[config.mk]
export PLATFORM = sky130hd
export DESIGN_NAME = control_seq
export DESIGN_NICKNAME = d
export VERILOG_FILES = /design/src/rtl/control_seq.sv
export SDC_FILE = /design/constraint.sdc
export NUM_CORES = 1
export LEC_CHECK = 0
export ABC_CLOCK_PERIOD_IN_PS = 2200
export CORE_MARGIN = 2
export CORE_UTILIZATION = 41
export CTS_BUF_LIST = sky130_fd_sc_hd__clkbuf_16
export DETAILED_ROUTE_END_ITERATION = 8
export GPL_ROUTABILITY_DRIVEN = 0
export GPL_TIMING_DRIVEN = 0
export PLACE_DENSITY_LB_ADDON = 0.1
export SLEW_MARGIN = 20
export SYNTH_ARGS = -nofsm -noshare
export SYNTH_HDL_FRONTEND = slang
export SYNTH_SLANG_ARGS = --single-unit
[constraint.sdc]
create_clock -name clk -period 2.2 [get_ports clk]
set_clock_uncertainty 0.05 [all_clocks]
set_input_delay 0.33 -clock clk [delete_from_list [all_inputs] [get_ports clk]]
set_output_delay 0.33 -clock clk [all_outputs]
set_load 0.03 [all_outputs]
[src/rtl/control_seq.sv]
// control_seq: multi-cycle control FSM for the accumulator CPU (T-states, memory handshake with timeout, halt/restart, bus error, retired counter)
// Ports: clk/rst (sync, active-high); op/zero/mem_ready/run inputs;
//        rd, wr, ld_mdr, ld_acc, ld_ir, ld_pc, ld_fla, inc, inst_ld Mealy strobes;
//        halted, bus_err status; state (debug); retired (ld_ir cycle count, wraps).
module control_seq #(
  parameter int MEM_HS = 1,
  parameter int TO_W = 4,
  parameter int CNT_W = 16
) (
  input  logic             clk,
  input  logic             rst,
  input  logic [2:0]       op,
  input  logic             zero,
  input  logic             mem_ready,
  input  logic             run,
  output logic             rd,
  output logic             wr,
  output logic             ld_mdr,
  output logic             ld_acc,
  output logic             ld_ir,
  output logic             ld_pc,
  output logic             ld_fla,
  output logic             inc,
  output logic             inst_ld,
  output logic             halted,
  output logic             bus_err,
  output logic [3:0]       state,
  output logic [CNT_W-1:0] retired
);
  localparam logic [3:0] S_RESET = 4'd0;
  localparam logic [3:0] S_FETCH = 4'd1;
  localparam logic [3:0] S_EXEC1 = 4'd2;
  localparam logic [3:0] S_EXEC2 = 4'd3;
  localparam logic [3:0] S_T3 = 4'd4;
  localparam logic [3:0] S_T4 = 4'd5;
  localparam logic [3:0] S_HALTED = 4'd6;
  localparam logic [3:0] S_BUSERR = 4'd7;
  localparam logic [2:0] OP_HALT = 3'b000;
  localparam logic [2:0] OP_SKZ = 3'b001;
  localparam logic [2:0] OP_STORE = 3'b110;
  localparam logic [2:0] OP_JMP = 3'b111;
  // wcnt counts completed wait cycles, so the last allowed EXEC1 cycle sees 2^TO_W-2
  localparam logic [TO_W-1:0] W_LAST = TO_W'((2 ** TO_W) - 2);
  logic [3:0] nxt;
  logic [TO_W-1:0] wcnt;
  logic fg, inc1, il1, mem_go;
  assign mem_go = (MEM_HS == 0) || mem_ready;
  assign ld_ir = fg;
  assign inc = fg | inc1;
  assign inst_ld = fg | il1;
  assign halted = state == S_HALTED;
  assign bus_err = state == S_BUSERR;
  always_comb begin
    nxt = S_RESET;
    fg = 1'b0;
    inc1 = 1'b0;
    il1 = 1'b0;
    rd = 1'b0;
    wr = 1'b0;
    ld_mdr = 1'b0;
    ld_acc = 1'b0;
    ld_pc = 1'b0;
    ld_fla = 1'b0;
    case (state)
      S_RESET: nxt = S_FETCH;
      S_FETCH: begin
        fg = 1'b1;
        nxt = S_EXEC1;
      end
      S_EXEC1: case (op)
        OP_HALT: nxt = S_HALTED;
        OP_SKZ: begin
          ld_fla = 1'b1;
          nxt = S_EXEC2;
        end
        OP_JMP: begin
          ld_pc = 1'b1;
          nxt = S_EXEC2;
        end
        default: begin
          rd = op != OP_STORE;
          ld_mdr = op != OP_STORE;
          wr = op == OP_STORE;
          nxt = mem_go ? S_EXEC2 : (wcnt == W_LAST) ? S_BUSERR : S_EXEC1;
        end
      endcase
      S_EXEC2: case (op)
        OP_HALT: nxt = S_RESET;
        OP_SKZ: begin
          inc1 = zero;
          fg = !zero;
          nxt = zero ? S_T3 : S_EXEC1;
        end
        OP_JMP: begin
          ld_pc = 1'b1;
          il1 = 1'b1;
          nxt = S_T3;
        end
        default: begin
          ld_acc = op != OP_STORE;
          fg = 1'b1;
          nxt = S_EXEC1;
        end
      endcase
      S_T3: begin
        il1 = op == OP_SKZ;
        fg = op == OP_JMP;
        nxt = (op == OP_SKZ) ? S_T4 : (op == OP_JMP) ? S_EXEC1 : S_RESET;
      end
      S_T4: begin
        fg = op == OP_SKZ;
        nxt = (op == OP_SKZ) ? S_EXEC1 : S_RESET;
      end
      S_HALTED: begin
        fg = run;
        nxt = run ? S_EXEC1 : S_HALTED;
      end
      S_BUSERR: nxt = S_BUSERR;
      default: nxt = S_RESET;
    endcase
  end
  always_ff @(posedge clk) begin
    if (rst) begin
      state <= S_RESET;
      wcnt <= '0;
      retired <= '0;
    end else begin
      state <= nxt;
      wcnt <= (state == S_EXEC1 && nxt == S_EXEC1) ? wcnt + 1'b1 : '0;
      retired <= retired + CNT_W'(ld_ir);
    end
  end
endmodule

==> results.yml, run 1 <==
power:
  power_frac_comb_pct: 23.4
  ir_drop_mv: 0.348
  p_sw_share_pct: 26.4
  p_int_mw: 0.787
  pwr-share-seq_pct: 41.5
  pwr-share-clk_pct: 35.1
  power_density_nw_per_um2: 527
  switching_power_mw: 0.282
  p_leak_nw: 0.765
final_layout:
  fin_util_pct: 67.6
  drive_above_1_share_pct: 24.3
  stdcell_count: 235
  multi_input_area_sq_um: 912
  final-seq-area_sq_um: 469
  fill_cells: 255
  diodes: 0
  nNetsFinal: 215
  syn_to_final_growth_pct: 59.3
critical_path:
  cpPeakStageDelay_ns: 0.37
  worstPathArrival_ns: 2.23
  cp_slowest_cell: "dfxtp_4"
  cp_data_required_time_ns: 2.27
  r2r-start: "state[0]"
  path_delay_family: "simple AND/OR/NAND/NOR gates"
  crit_chain: "buf_8, and3b_1, o2111a_2, a21oi_4, nand2_4, ha_4, ha_4, nand2_8, nor4_4, xnor2_1, nor2_1"
  endpoint_kind: "register"
  start_kind: "register"
  setup.worst_path.start: "state[0]"
  worstSetupPathType: "reg2reg"
  path_max_fanout: 6
  cp_common_cell: "ha_4"
  cp_num_buf_inv: 1
detailed_routing:
  drtIter0Drc: 78
  viasPerCell: 5.51
  dr.pass1.iters: 4
  wl_per_cell_um: 14.6
  wl_um: 3430
  postRouteAntennaNets: 0
  drc: 0
  vias: 1295
die:
  ios: 39
  core-area_sq_um: 3000
  dieHeight_um: 59.8
  start_util_pct: 42.5
  rows: 20
  die_x_um: 59.8
  die_area_sq_um: 3570
clocking:
  root_buffer: "clkbuf_16"
  cts_tree: "done"
  cts_sinks: 23
  worstSkewPairLatency_ns: 0.25
  clk_pin_slew_worst_paths_ns: 0.06
  cts_buffers: 3
  cts_buffer_depth: 2
  htreeDepth: 1
timing:
  min_period_over_period_pct: 98.0
  max-slew-margin-rel_pct: 57.0
  tightest_slew_ns: 0.642
  layout_setup_ws_ns: 0.0443
  hold_violations: 0
  setup_viol: 0
  fin_crit_ns: 2.16
  max_freq_mhz: 464
  drv_slew: 0
  grt_setup_unrepaired: "yes"
place:
  dp_hpwl_um: 2330
  dp_slack_ns: -0.716
  place_inst: 222
  place.port_buffers: 35
grt:
  grtUsageTotal_pct: 20.5
  grt_pass1_wl_um: 5800
  grt_max_degree: 13
  grt_pass1_vias: 1314
  use_met1_pct: 24.2
  grtUsageMet3_pct: 3.03
  grt_antenna_before_repair: 0
  grt_use_met2_pct: 37.4
  overflow: 0
  busiest_layer: "met2"
yosys:
  ys_seq_area_share_pct: 36.1
  synth_common_cells: "dfxtp_1 (23), nor2_1 (15), nor3_1 (11)"
  yosys_most_used_dff: "dfxtp_1"
  synth_top_area_share_pct: 36.1
  yosysMostFrequentCell: "dfxtp_1"
  yosysWarnings: 0
  synth.avg_cell_area_sq_um: 8.28
  ys_async_sr_fraction_pct: 0
  synth_enable_flop_cells: 0
  synth-seq-cells: 23
  synth_top_area_cell: "dfxtp_1"
  synth.area.top_cells: "dfxtp_1 (36%), xnor2_1 (6.9%), nor2_1 (4.4%), nor3_1 (4.3%), ha_1 (3.9%)"
  syn-cell-area_sq_um: 1270
  synth_cell_types: 41
  syn_nets: 166
  post_synth_inst_count: 154
worst_hold_path:
  hold_start: "retired[15]"
  hold_class: "reg2reg"
status:
  status: "finished, final reports clean"
flow_run:
  maxCapViolations: 0
==> worst reg2reg max path, cell delays in order (launching register included) <==
cell,delay [ns]
dfxtp_4,0.37
buf_8,0.13
and3b_1,0.20
o2111a_2,0.24
a21oi_4,0.06
nand2_4,0.08
ha_4,0.15
ha_4,0.17
nand2_8,0.08
nor4_4,0.29
xnor2_1,0.15
nor2_1,0.05
==> area by class of cell <==
class	count	area share, %
buffer	9	3.14
clock buffer	3	3.70
clock inverter	1	0.185
inverter	7	1.29
multi-input combinational	115	44.9
sequential	23	23.1
tap	33	2.03
timing repair buffer	44	21.6
==> flip-flops by register name (all words and copies together), names as in the netlist <==
register  cells
retired      16
state         3
wcnt          4
==> power by group through the flow <==
stage / clock (mW) / combinational (mW) / sequential [mW]
2_1_floorplan: 0 / 0.116 / 0.468
3_3_place_gp: 0 / 0.203 / 0.450
3_5_place_dp: 0 / 0.207 / 0.451
4_1_cts: 0.386 / 0.218 / 0.442
5_1_grt: 0.405 / 0.268 / 0.446
6_report: 0.375 / 0.250 / 0.444
==> cells in the final DEF, fill, tap and decap left out, types with 3 or more instances in the layout <==
cell type,n
clkdlybuf4s50_1,25
dfxtp_1,20
nor2_1,15
xnor2_1,10
buf_4,10
nor3_1,8
or3_1,8
inv_1,7
nand2_1,6
nand3_1,6
a21oi_1,5
o21ai_0,4
nor2b_1,4
clkbuf_16,4
buf_2,3
xor2_1,3
nand4_1,3
dlygate4sd2_1,3
==> stage by stage <==
stage                     instance area (sq um)  TNS [ns]  total power, mW  hold WS (ns)
final                                      2030         0             1.07         0.442
after global routing                       2030    -0.256             1.12         0.493
after CTS                                  1950   -0.0157             1.05         0.447
after detailed placement                   1760    -11.29            0.658         0.438
after global placement                     1760    -10.63            0.653         0.436
after floorplan                            1370   -0.0918            0.584         0.439
==> metal layers <==
layer	vias up	wire, um	share of wire [%]
li1	643	-	-
met1	605	1380	40
met2	36	1830	53
met3	11	141	4.1
met4	0	72	2.1
met5	-	0	0
==> logic make-up (layout without fill, tap and decap cells) <==
logic type               after synthesis  after routing  share of synthesized area (%)
XOR/XNOR                              13             13                           8.93
other                                  1              1                          0.294
AND/OR/NAND/NOR                       75             75                           32.2
flip-flops                            23             23                           36.1
AO/OA/AOI/OAI                         22             22                           12.9
buffers and inverters                 16             64                           5.69
adder cells (fa/ha/maj)                4              4                           3.93
==> path summary, 6_finish.rpt <==
kind / to / slack, ns / depth (start not counted)
setup / recovery: retired[12] / 0.04 / 11
hold / removal: retired[15] / 0.44 / 2
setup reg to reg: retired[12] / 0.04 / 11
hold reg to reg: retired[15] / 0.44 / 2
==> timing repair <==
action | in CTS | in global routing
setup endpoints to repair | 24 | 22
gates cloned | 0 | 1
pin swaps | 8 | 10
setup buffers | 5 | 3
hold buffers | 0 | 0
resized for setup | 32 | 15
No activity file was read; power rests on OpenSTA's default activity.
==> inputs of run 2 (changes only) <==
CTS_CLUSTER_SIZE = 16   (was not set)
SLEW_MARGIN = 10   (was 20)
==> results of run 2 <==
No change in the layout: final DEF, timing and power equal those of run 1.
